--- config.mk ---
export PLATFORM = sky130hd
export DESIGN_NAME = add_sub_serial
export DESIGN_NICKNAME = d
export VERILOG_FILES = /design/src/rtl/add_sub_serial.sv
export SDC_FILE = /design/constraint.sdc
export NUM_CORES = 1
export LEC_CHECK = 0
export ABC_AREA = 1
export CAP_MARGIN = 10
export CORE_UTILIZATION = 40
export CTS_CLUSTER_SIZE = 10
export DETAILED_ROUTE_END_ITERATION = 16
export PLACE_DENSITY_LB_ADDON = 0.25
export REMOVE_ABC_BUFFERS = 1
export SLEW_MARGIN = 25
export SYNTH_ARGS = -nofsm -noshare
export SYNTH_HDL_FRONTEND = slang
export SYNTH_SLANG_ARGS = --single-unit
--- constraint.sdc ---
create_clock -name clk_in -period 1.45 [get_ports clk_in]
set_input_delay 0.29 -clock clk_in [delete_from_list [all_inputs] [get_ports clk_in]]
set_output_delay 0.29 -clock clk_in [all_outputs]
set_load 0.02 [all_outputs]
--- src/rtl/add_sub_serial.sv ---
// Bit-serial adder/subtractor: one full-adder cell, LSB first, WIDTH cycles per operation.
// Optional signed-overflow output ovf_out is compiled in with macro ADD_SUB_OVF_EN.
module add_sub_serial #(
  parameter int WIDTH = 8
) (
  input  logic             clk_in,
  input  logic             rst_n_in,
  input  logic             start_in,
  input  logic [WIDTH-1:0] a_in,
  input  logic [WIDTH-1:0] b_in,
  input  logic             opcode,
  output logic [WIDTH-1:0] sum_out,
  output logic             flag_out,
  output logic             busy_out,
  output logic             done_out
`ifdef ADD_SUB_OVF_EN
  ,
  output logic             ovf_out
`endif
);

  localparam int CW = (WIDTH > 1) ? $clog2(WIDTH) : 1;

  typedef enum logic [1:0] {IDLE, RUN, DONE} state_t;

  state_t           state_q, state_d;
  logic [CW-1:0]    cnt_q, cnt_d;
  logic [WIDTH-1:0] a_q, a_d;
  logic [WIDTH-1:0] b_q, b_d;
  logic [WIDTH-1:0] res_q, res_d;
  logic [WIDTH-1:0] sum_q, sum_d;
  logic             carry_q, carry_d;
  logic             op_q, op_d;
  logic             flag_q, flag_d;
`ifdef ADD_SUB_OVF_EN
  logic             ovf_q, ovf_d;
`endif

  logic bit_b, bit_s, bit_c, last_bit;

  // B is inverted on its way into the cell when subtracting; carry was preloaded with 1.
  assign bit_b    = b_q[0] ^ op_q;
  assign bit_s    = a_q[0] ^ bit_b ^ carry_q;
  assign bit_c    = (a_q[0] & bit_b) | (carry_q & (a_q[0] ^ bit_b));
  assign last_bit = (cnt_q == CW'(WIDTH - 1));

  always_comb begin
    state_d = state_q;
    cnt_d   = cnt_q;
    a_d     = a_q;
    b_d     = b_q;
    res_d   = res_q;
    sum_d   = sum_q;
    carry_d = carry_q;
    op_d    = op_q;
    flag_d  = flag_q;
`ifdef ADD_SUB_OVF_EN
    ovf_d   = ovf_q;
`endif
    case (state_q)
      IDLE, DONE: begin
        if (start_in) begin
          state_d = RUN;
          cnt_d   = '0;
          a_d     = a_in;
          b_d     = b_in;
          op_d    = opcode;
          carry_d = opcode;
        end else begin
          state_d = IDLE;
        end
      end
      RUN: begin
        a_d     = a_q >> 1;
        b_d     = b_q >> 1;
        res_d   = {bit_s, res_q[WIDTH-1:1]};
        carry_d = bit_c;
        if (last_bit) begin
          state_d = DONE;
          sum_d   = {bit_s, res_q[WIDTH-1:1]};
          flag_d  = bit_c ^ op_q;
`ifdef ADD_SUB_OVF_EN
          // carry_q here is the carry into the MSB, bit_c the carry out of it
          ovf_d   = bit_c ^ carry_q;
`endif
        end else begin
          cnt_d = cnt_q + CW'(1);
        end
      end
      default: state_d = IDLE;
    endcase
  end

  always_ff @(posedge clk_in or negedge rst_n_in) begin
    if (!rst_n_in) begin
      state_q <= IDLE;
      cnt_q   <= '0;
      a_q     <= '0;
      b_q     <= '0;
      res_q   <= '0;
      sum_q   <= '0;
      carry_q <= 1'b0;
      op_q    <= 1'b0;
      flag_q  <= 1'b0;
`ifdef ADD_SUB_OVF_EN
      ovf_q   <= 1'b0;
`endif
    end else begin
      state_q <= state_d;
      cnt_q   <= cnt_d;
      a_q     <= a_d;
      b_q     <= b_d;
      res_q   <= res_d;
      sum_q   <= sum_d;
      carry_q <= carry_d;
      op_q    <= op_d;
      flag_q  <= flag_d;
`ifdef ADD_SUB_OVF_EN
      ovf_q   <= ovf_d;
`endif
    end
  end

  assign sum_out  = sum_q;
  assign flag_out = flag_q;
  assign busy_out = (state_q == RUN);
  assign done_out = (state_q == DONE);
`ifdef ADD_SUB_OVF_EN
  assign ovf_out  = ovf_q;
`endif

endmodule
==> summary.md, run 1 <==
| Metric | Value |
|---|---|
| GRT Overall Usage | approximately 15% |
| Fin crit share | 93.1% |
| Rows | 25 |
| Gpl congestion | 0.737 |
| Slew margin rel. | ~84% |
| Synth Instances | around 230 |
| Hold_ws | between 400 and 500 ps |
| Worst vdd ir | roughly 0.0010 V |
| WS Path Type | flip-flop to flip-flop |
| CP Max Fanout | 3 |
| Max Fclk | approximately 740 MHz |
| Leading cell type in the layout, fill and taps excluded | nand2_1 |
| Most frequent cells in the layout | 70 x nand2_1, 41 x inv_1, 39 x dfrtp_1, 32 x nand3_1, 18 x clkdlybuf4s50_1 |
| Status | finished, final reports clean |
| Die area | around 5200 µm² |
| P&R area growth vs syn | 25.5% |
| ANT cells | 0 |
| Cell Area, Synth | just under 2000 µm² |
| Required time worst endpoint | about 1700 ps |
| Fin Clk Skew | about 5.8 ps |
| DR vias/cell | roughly 4.3 |
| Die Y | 72.3 µm |
| Root Buffer | clkbuf_8 |
| Antenna violations before repair | 0 |
| DR WL/cell | 10.3 µm |
| Global-route wire length before repair | about 6000 µm |
| Clock Sinks | 39 |
| YS warnings | 0 |
| Slowest stage delay, CP | 470 ps |
| Final Setup Violations | 0 |
| Final hold violations | 0 |
| Post-Syn Area per Cell | ~8.6 µm² |
| Area of the core | between 4000 and 5000 µm² |
| Hold/Removal Path Class | flip-flop to flip-flop |
| #FFs+latches synth | 39 |
| Post-route ant nets | 0 |
| Total grt overflow | 0 |
| RSZ-0062 raised after global routing | false |
| DR vias | between 1,000 and 1,500 |
| Pin count of the biggest net entering global routing | 40 |
| Yosys cell types | 20 |
| CTS tree | done |
| Worst skew pair latency | about 290 ps |
| DRC | 0 |
| IO Port Bufs | 30 |
| Starting Density | 41.6% |
| Max_cap viols | 0 |
| Final WL | around 3500 µm |
| Vias in the first global route | ~1,400 |
| Nets@finish | 295 |
| DR iter-0 viols | 59 |
| Die W | 72.3 µm |
| CP cell instances | xnor2_1 > fa_1 > o21ai_0 |
| Io pins | 31 |
| Arr. time, crit path | ~1600 ps |
| Crit path capture type | flip-flop |
| Setup bufs post-CTS | 0 |
| Drt first pass iters | 4 |
| Slowest-stage cell, CP | fa_1 |
| Pins Over Slew Limit | 0 |
| Pwr/cell area | approximately 2200 nW/µm² |
| Leak | about 0.0013 µW |
| TritonCTS Buffers | 5 |
| Final TNS setup | 0 ps |
| Fill count | just under 500 |
| Worst-path clk slew | roughly 80 ps |
| Fin crit period | roughly 1400 ps |
| Fin util | 52.2% |
| Share of layout cells above drive strength 1 | 17.6% |
| Tightest Pin Transition | approximately 240 ps |
| Crit start category | flip-flop |
| Sequential-to-total area share from yosys stat | 49.3% |
| Dpl hpwl | 2300 µm |
| H-tree depth | 2 |
| Longest Clk Path Bufs | 2 |
[cells in the mapped netlist, drive strengths merged]
library cell | instances | area (µm²)
nand3 | 33 | 165
xnor2 | 2 | 17.5
fa | 1 | 20.0
o21ai | 16 | 106
buf | 9 | 100
nand2 | 81 | 369
ha | 2 | 25.0
inv | 45 | 179
dfrtp | 39 | 976
nor2 | 3 | 21.3
[kinds of logic after synthesis]
group | Yosys count | share of synthesized area, %
XOR/XNOR | 2 | 0.885
flip-flops | 39 | 49.3
adder cells (fa/ha/maj) | 3 | 2.28
AND/OR/NAND/NOR | 117 | 28.1
buffers and inverters | 54 | 14.1
AO/OA/AOI/OAI | 16 | 5.37
[report_power, final]
group | switching, µW | internal (µW) | total [µW]
clock | 375 | 557 | 931
combinational | 1500 | 1070 | 2570
sequential | 268 | 1610 | 1870
[path summary, 6_finish.rpt]
kind,from,to,slack [ps],depth (start not counted)
max,op_q,res_q[7],100,3
min,res_q[1],sum_out[0],480,2
max reg2reg,op_q,res_q[7],100,3
min reg2reg,res_q[1],sum_out[0],480,2
max in group asynchronous,rst_n_in,b_q[5],760,3
min in group asynchronous,rst_n_in,sum_out[0],490,3
[flip-flops by register name, indices dropped and copies added, names as in the netlist]
register and cells:
cnt_q 3, res_q 7, flag_out 1, b_q 8
a_q 8, op_q 1, state_q 2, sum_out 8
carry_q 1
[per-stage QoR]
step                instances  setup slack (ps)  power [µW]  area [µm²]
floorplan                 222              9.13        3640        1880
global placement          331              21.2        4500        2360
detailed placement        331              7.26        4570        2360
CTS                       340              27.9        5440        2480
global route              340              13.6        5870        2480
finish                    340              99.5        5370        2480
[repair_timing]
action / CTS / global route
pin swaps: 0 / 0
hold endpoints to repair: 39 / 0
resized for setup: 15 / 6
setup endpoints to repair: 11 / 12
hold buffers: 1 / 0
[critical path: cells and delay by family, from the launching register on]
kind	cells	cell delay [ps]
compound gates	1	190
fa+ha+maj	1	470
flops	1	420
xor+xnor	1	200
[per-layer routing]
| metal | GRT usage, % | wire length (µm) | vias up | share of wire, % |
|---|---|---|---|---|
| met3 | 3.75 | 111 | 7 | 3.2 |
| met5 | 0 | 0 | - | 0 |
| met2 | 25.5 | 1650 | 28 | 47 |
| li1 | - | - | 777 | - |
| met4 | 7.19 | 70 | 0 | 2.0 |
| met1 | 18.9 | 1660 | 664 | 48 |
[area by class of cell]
cell class / instances / area, µm² / share of cell area (%)
clock buffer: 6 / 82.6 / 3.32
clock inverter: 2 / 35.0 / 1.41
inverter: 45 / 179 / 7.20
multi-input combinational: 138 / 737 / 29.7
sequential: 39 / 976 / 39.3
tap: 67 / 83.8 / 3.38
timing repair buffer: 43 / 390 / 15.7
(Power assumes the default switching activity.)
==> run 2: changes to the inputs <==
--- a/config.mk
+++ b/config.mk
@@ -12,6 +12,7 @@
 export DETAILED_ROUTE_END_ITERATION = 16
 export PLACE_DENSITY_LB_ADDON = 0.25
 export REMOVE_ABC_BUFFERS = 1
+export SETUP_SLACK_MARGIN = 0.02
 export SLEW_MARGIN = 25
 export SYNTH_ARGS = -nofsm -noshare
 export SYNTH_HDL_FRONTEND = slang
==> run 2 against run 1 <==
Cell count is 0.29% higher. Flip-flop and latch count unchanged. Combinational power is 2% higher. Non-clock buffer count increased by 1. Count of clock-buffer cells in the layout stayed put. Core utilization is 0.32 points higher. Critical path depth is 2 higher. Final area is 0.60% higher. Register-to-register slack about the same. First-iteration DRC count is 12% higher. Critical path type unchanged.
==> summary.md, run 2 (synthesized netlist as in run 1, its figures left out) <==
| Metric | Value |
|---|---|
| Die area | 5230 µm² |
| DR iter-0 viols | between 60 and 70 |
| DRC | 0 |
| Final TNS setup | 0 ps |
| Root Buffer | clkbuf_8 |
| Rows | 25 |
| Total grt overflow | 0 |
| Vias in the first global route | roughly 1,400 |
| Most frequent cells in the layout | 70 x nand2_1, 41 x inv_1, 39 x dfrtp_1, 32 x nand3_1, 18 x clkdlybuf4s50_1 |
| RSZ-0062 raised after global routing | true |
| CP cell instances | xnor2_2 > fa_1 > xnor2_1 > nand2_1 > nand2_1 |
| Slowest-stage cell, CP | dfrtp_1 |
| Pins Over Slew Limit | 0 |
| Clock power frac | 17.1% |
| Nets@finish | 296 |
| Final WL | around 3500 µm |
| Crit-path most repeated cell | nand2_1 |
| Clock Sinks | 39 |
| Slowest stage delay, CP | 430 ps |
| Die Y | between 70 and 80 µm |
| WS Path Type | flip-flop to flip-flop |
| Longest Clk Path Bufs | 2 |
| Die W | around 72 µm |
| Global-route wire length before repair | about 6100 µm |
| Total power | 5430 µW |
| Final Setup Violations | 0 |
| Fin crit share | roughly 94% |
| Antenna violations before repair | 0 |
| IO Port Bufs | 30 |
| Post-route ant nets | 0 |
| CTS tree | done |
| Crit start category | flip-flop |
| P&R area growth vs syn | 26.2% |
| Area of the core | between 4000 and 5000 µm² |
| Leading cell type in the layout, fill and taps excluded | nand2_1 |
| Final setup margin | about 89 ps |
| Fin Clk Skew | about 5.8 ps |
| Pin count of the biggest net entering global routing | 40 |
| ANT cells | 0 |
| Max_cap viols | 0 |
| Dpl hpwl | about 2300 µm |
| Internal | about 3300 µW |
| Tightest Pin Transition | roughly 240 ps |
| Reg power frac | 34.6% |
| Switching Share | between 30% and 40% |
| Worst-path clk slew | 70 ps |
| Leak | 0.00135 µW |
| Fin crit period | roughly 1400 ps |
| Crit path capture type | flip-flop |
| Hold/Removal Path Class | flip-flop to flip-flop |
| NetSw | roughly 2200 µW |
| Starting Density | about two fifths |
| Slew margin rel. | between 80% and 90% |
| Fill count | a little under 500 |
| Worst skew pair latency | approximately 290 ps |
| H-tree depth | 2 |
| Worst vdd ir | between 0.001 and 0.0015 V |
| Logic gate share of total power | around half |
| Pwr/cell area | between 2000 and 2500 nW/µm² |
| Gpl congestion | 0.737 |
| Io pins | 31 |
| Required time worst endpoint | around 1600 ps |
| GRT Overall Usage | 15.4% |
| Arr. time, crit path | ~1600 ps |
| Pre-CTS setup slack | between 7 and 8 ps |
| Final hold violations | 0 |
| Fin util | between 50% and 60% |
| DR WL/cell | between 10 and 15 µm |
| TritonCTS Buffers | 5 |
| Hold_ws | between 400 and 500 ps |
| Status | finished, final reports clean |
| Share of layout cells above drive strength 1 | between 10% and 20% |
| Max Fclk | 735 MHz |
| Worst r2r path cells | 5 |
| DR vias/cell | 4.35 |
| DR vias | approximately 1,500 |
| CP Max Fanout | 3 |
| Hold Path Cell Cnt | 2 |
| Drt first pass iters | 4 |
[run 2: power groups by stage]
| stage | combinational [µW] | clock, µW | sequential (µW) |
|---|---|---|---|
| CTS | 2610 | 957 | 1880 |
| detailed placement | 2670 | 0 | 1900 |
| global placement | 2610 | 0 | 1890 |
| floorplan | 1600 | 0 | 2040 |
| global route | 2980 | 1000 | 1950 |
| finish | 2620 | 932 | 1880 |
[run 2: cell type report]
class | instances | area, µm² | share of cell area (%)
Multi-Input combinational cell | 138 | 744 | 29.8
Timing Repair Buffer | 44 | 398 | 15.9
Sequential cell | 39 | 976 | 39.1
Tap cell | 67 | 83.8 | 3.36
Clock inverter | 2 | 35.0 | 1.40
Inverter | 45 | 179 | 7.16
Clock buffer | 6 | 82.6 | 3.30
[run 2: worst max-delay path: cells and delay by family, from the launching register on]
| family | cells | cell delay, ps |
|---|---|---|
| flops | 1 | 430 |
| fa+ha+maj | 1 | 430 |
| xor+xnor | 2 | 310 |
| simple gates | 2 | 90 |
[run 2: through the flow]
step | cell area (µm²) | std cells
5_1_grt | 2500 | 341
2_1_floorplan | 1880 | 222
4_1_cts | 2480 | 340
6_report | 2500 | 341
3_5_place_dp | 2360 | 331
3_3_place_gp | 2360 | 331
[run 2: repair_timing]
item                                    CTS  global route
setup buffers                             0             1
cloned                                    0             0
pin swaps                                 0             1
hold endpoints to repair                 39             0
hold buffers                              1             0
endpoints found under the setup margin   11            20
resized for setup                        15             8
[run 2: metal layers]
metal  wire length [µm]  track usage [%]  vias to the layer above
met5                  0                0                        -
met4                 69             7.19                        0
met3                110             3.75                        8
met2               1650             25.5                       29
met1               1670             18.9                      667
li1                   -                -                      778
[run 2: final timing paths]
kind | startpoint | to | slack [ps]
setup / recovery | op_q | flag_out | 90
min in group asynchronous | rst_n_in | sum_out[0] | 490
setup reg to reg | op_q | flag_out | 90
hold reg to reg | res_q[1] | sum_out[0] | 480
max in group asynchronous | rst_n_in | b_q[5] | 760
hold / removal | res_q[1] | sum_out[0] | 480
==> run 3: changes to the inputs <==
--- a/config.mk
+++ b/config.mk
@@ -8,8 +8,10 @@
 export ABC_AREA = 1
 export CAP_MARGIN = 10
 export CORE_UTILIZATION = 40
+export CTS_BUF_LIST = sky130_fd_sc_hd__clkbuf_16
 export CTS_CLUSTER_SIZE = 10
 export DETAILED_ROUTE_END_ITERATION = 16
+export GPL_TIMING_DRIVEN = 0
 export PLACE_DENSITY_LB_ADDON = 0.25
 export REMOVE_ABC_BUFFERS = 1
 export SETUP_SLACK_MARGIN = 0.02
==> constraint.sdc (replaced) <==
create_clock -name clk_in -period 1.3 [get_ports clk_in]
set_input_delay 0.26 -clock clk_in [delete_from_list [all_inputs] [get_ports clk_in]]
set_output_delay 0.26 -clock clk_in [all_outputs]
set_load 0.02 [all_outputs]
==> run 3 against run 2 <==
The flow now finishes with violations (setup timing). Worst setup slack lost 110 ps. Wire length grew 13%. Power grew 27%. Count of clock-buffer cells in the layout shrank 1. Flip-flop and latch count is the same. Hold slack lost 95 ps. Global-route usage grew 0.60 points. Register-to-register slack lost 80 ps. Via count grew 2.2%. Non-clock buffer count grew 1. Core utilization grew 4.4 points. Critical path type is now flip-flop to output port. Largest power group unchanged.
==> summary.md, run 3 (synthesized netlist as in run 1, its figures left out) <==
| Metric | Value |
|---|---|
| P&R area growth vs syn | 36.9% |
| Hold/Removal Path Class | input pin to asynchronous set/reset pin |
| Clock Sinks | 39 |
| IO Port Bufs | 30 |
| WP buf/inv | 2 |
| Pins Over Slew Limit | 0 |
| Reg power frac | roughly 31% |
| DRC | 0 |
| Pre-CTS setup slack | -712 ps |
| Worst skew pair latency | around 280 ps |
| CP Max Fanout | 3 |
| Io pins | 31 |
| Switching Share | 39.6% |
| Status | finished with violations |
| CP Launch Point | state_q[0] |
| ANT cells | 0 |
| Fin Clk Skew | 5.46 ps |
| Pwr/cell area | approximately 2500 nW/µm² |
| Rows | 25 |
| Pin count of the biggest net entering global routing | 30 |
| Failing checks | setup timing |
| Die Y | 72.3 µm |
| CTS tree | done |
| CP cell instances | inv_6 > nor2_4 > buf_6 |
| H-tree depth | 2 |
| NetSw | 2740 µW |
| GRT Overall Usage | approximately 16% |
| Share of layout cells above drive strength 1 | about a quarter |
| Worst-path clk slew | roughly 60 ps |
| Logic gate share of total power | around 49% |
| Arr. time, crit path | around 1100 ps |
| Longest Clk Path Bufs | 2 |
| Die W | a little over 70 µm |
| Fin crit share | 102% |
| DR vias/cell | between 4 and 5 |
| Global-route wire length before repair | slightly above 6000 µm |
| Fill count | about 460 |
| Max_cap viols | 0 |
| Final setup margin | -23.4 ps |
| Tightest Pin Transition | ~270 ps |
| Fin util | about 57% |
| Leading cell type in the layout, fill and taps excluded | nand2_1 |
| Total power | 6900 µW |
| DR WL/cell | between 10 and 15 µm |
| WS Path Type | flip-flop to output port |
| Vias in the first global route | 1,334 |
| Crit path capture type | output port |
| Worst vdd ir | about 0.0011 V |
| Worst R2R Start | op_q |
| Slowest-stage cell, CP | dfrtp_4 |
| Starting Density | about two fifths |
| Slowest stage delay, CP | ~520 ps |
| Dpl hpwl | between 2000 and 2500 µm |
| Leak | ~0.0014 µW |
| Final WL | around 4000 µm |
| Slew margin rel. | 81.8% |
| RSZ-0062 raised after global routing | true |
| Antenna violations before repair | 0 |
| Clock power frac | between 20% and 30% |
| Internal | 4170 µW |
| DR iter-0 viols | 47 |
| Crit start category | flip-flop |
| Max Fclk | 756 MHz |
| Final Setup Violations | 2 |
| Fin crit period | 1320 ps |
| Most frequent cells in the layout | 69 x nand2_1, 39 x inv_1, 37 x dfrtp_1, 28 x nand3_1, 18 x clkdlybuf4s50_1 |
| Drt first pass iters | 4 |
| DR vias | about 1,500 |
| Final hold violations | 0 |
| Crit path max-delay family | flip-flops |
| Post-route ant nets | 0 |
| Root Buffer | clkbuf_16 |
| Required time worst endpoint | 1040 ps |
| Area of the core | about 4800 µm² |
| Gpl congestion | about 0.71 |
| Total grt overflow | 0 |
| Die area | 5230 µm² |
| TritonCTS Buffers | 5 |
| Nets@finish | approximately 300 |
==> run 3: cell types whose count changed in the layout (fill, tap and decap cells not counted), sizes merged <==
cell | before | now
dlygate4sd2 | 9 | 8
clkdlybuf4s15 | 0 | 1
buf | 16 | 17
clkbuf | 6 | 5
clkinv | 1 | 2
nand2 | 81 | 82
==> run 3: worst paths after layout <==
kind,endpoint,slack (ps),depth (start not counted)
worst max register to register,res_q[7],10,3
max in group asynchronous,state_q[0],460,3
min in group clk_in,sum_out[0],470,2
worst min-delay path,sum_out[0],380,2
worst max-delay path,busy_out,-20,3
worst min register to register,sum_out[0],470,2
==> run 3: per-stage QoR <==
stage,std cells,hold WS (ps),TNS [ps],area [µm²]
after floorplan,222,-35.6,-2960,1880
after detailed placement,320,152,-13920,2280
after global placement,319,452,-55610,2260
after CTS,336,390,-165,2560
after global routing,343,402,-225,2710
final,343,380,-27.5,2710
==> run 3: timing repair <==
item                                    CTS  global route
gates resized for setup                  41            16
endpoints found under the setup margin   50            38
pin swaps                                 5             7
cloned                                    1             0
hold endpoints to repair                 10             0
buffers inserted                          6             7
hold buffers                              1             0
==> run 3: layout make-up <==
cell class                      count  area [µm²]  area share, %
Timing Repair Buffer               45         467           17.2
Sequential cell                    39         981           36.2
Multi-Input combinational cell    139         820           30.3
Tap cell                           67        83.8           3.09
Clock inverter                      3        43.8           1.62
Clock buffer                        5         125           4.62
Inverter                           45         189           6.97
==> run 3: power by group through the flow <==
stage	sequential, µW	combinational (µW)	clock (µW)
after floorplan	2280	1780	0
after global placement	2190	2600	0
after detailed placement	2200	2650	0
after CTS	2130	2920	1420
after global routing	2200	3760	1470
final	2150	3360	1390
==> run 3: metal layers <==
metal  GRT usage (%)  vias to the layer above  part of all wire, %  routed length [µm]
li1                -                      782                    -                   -
met1            20.0                      697                   46                1830
met2            25.3                       27                   48                1890
met3            5.14                        8                  3.5                 139
met4            7.19                        0                  2.1                  83
met5               0                        -                    0                   0
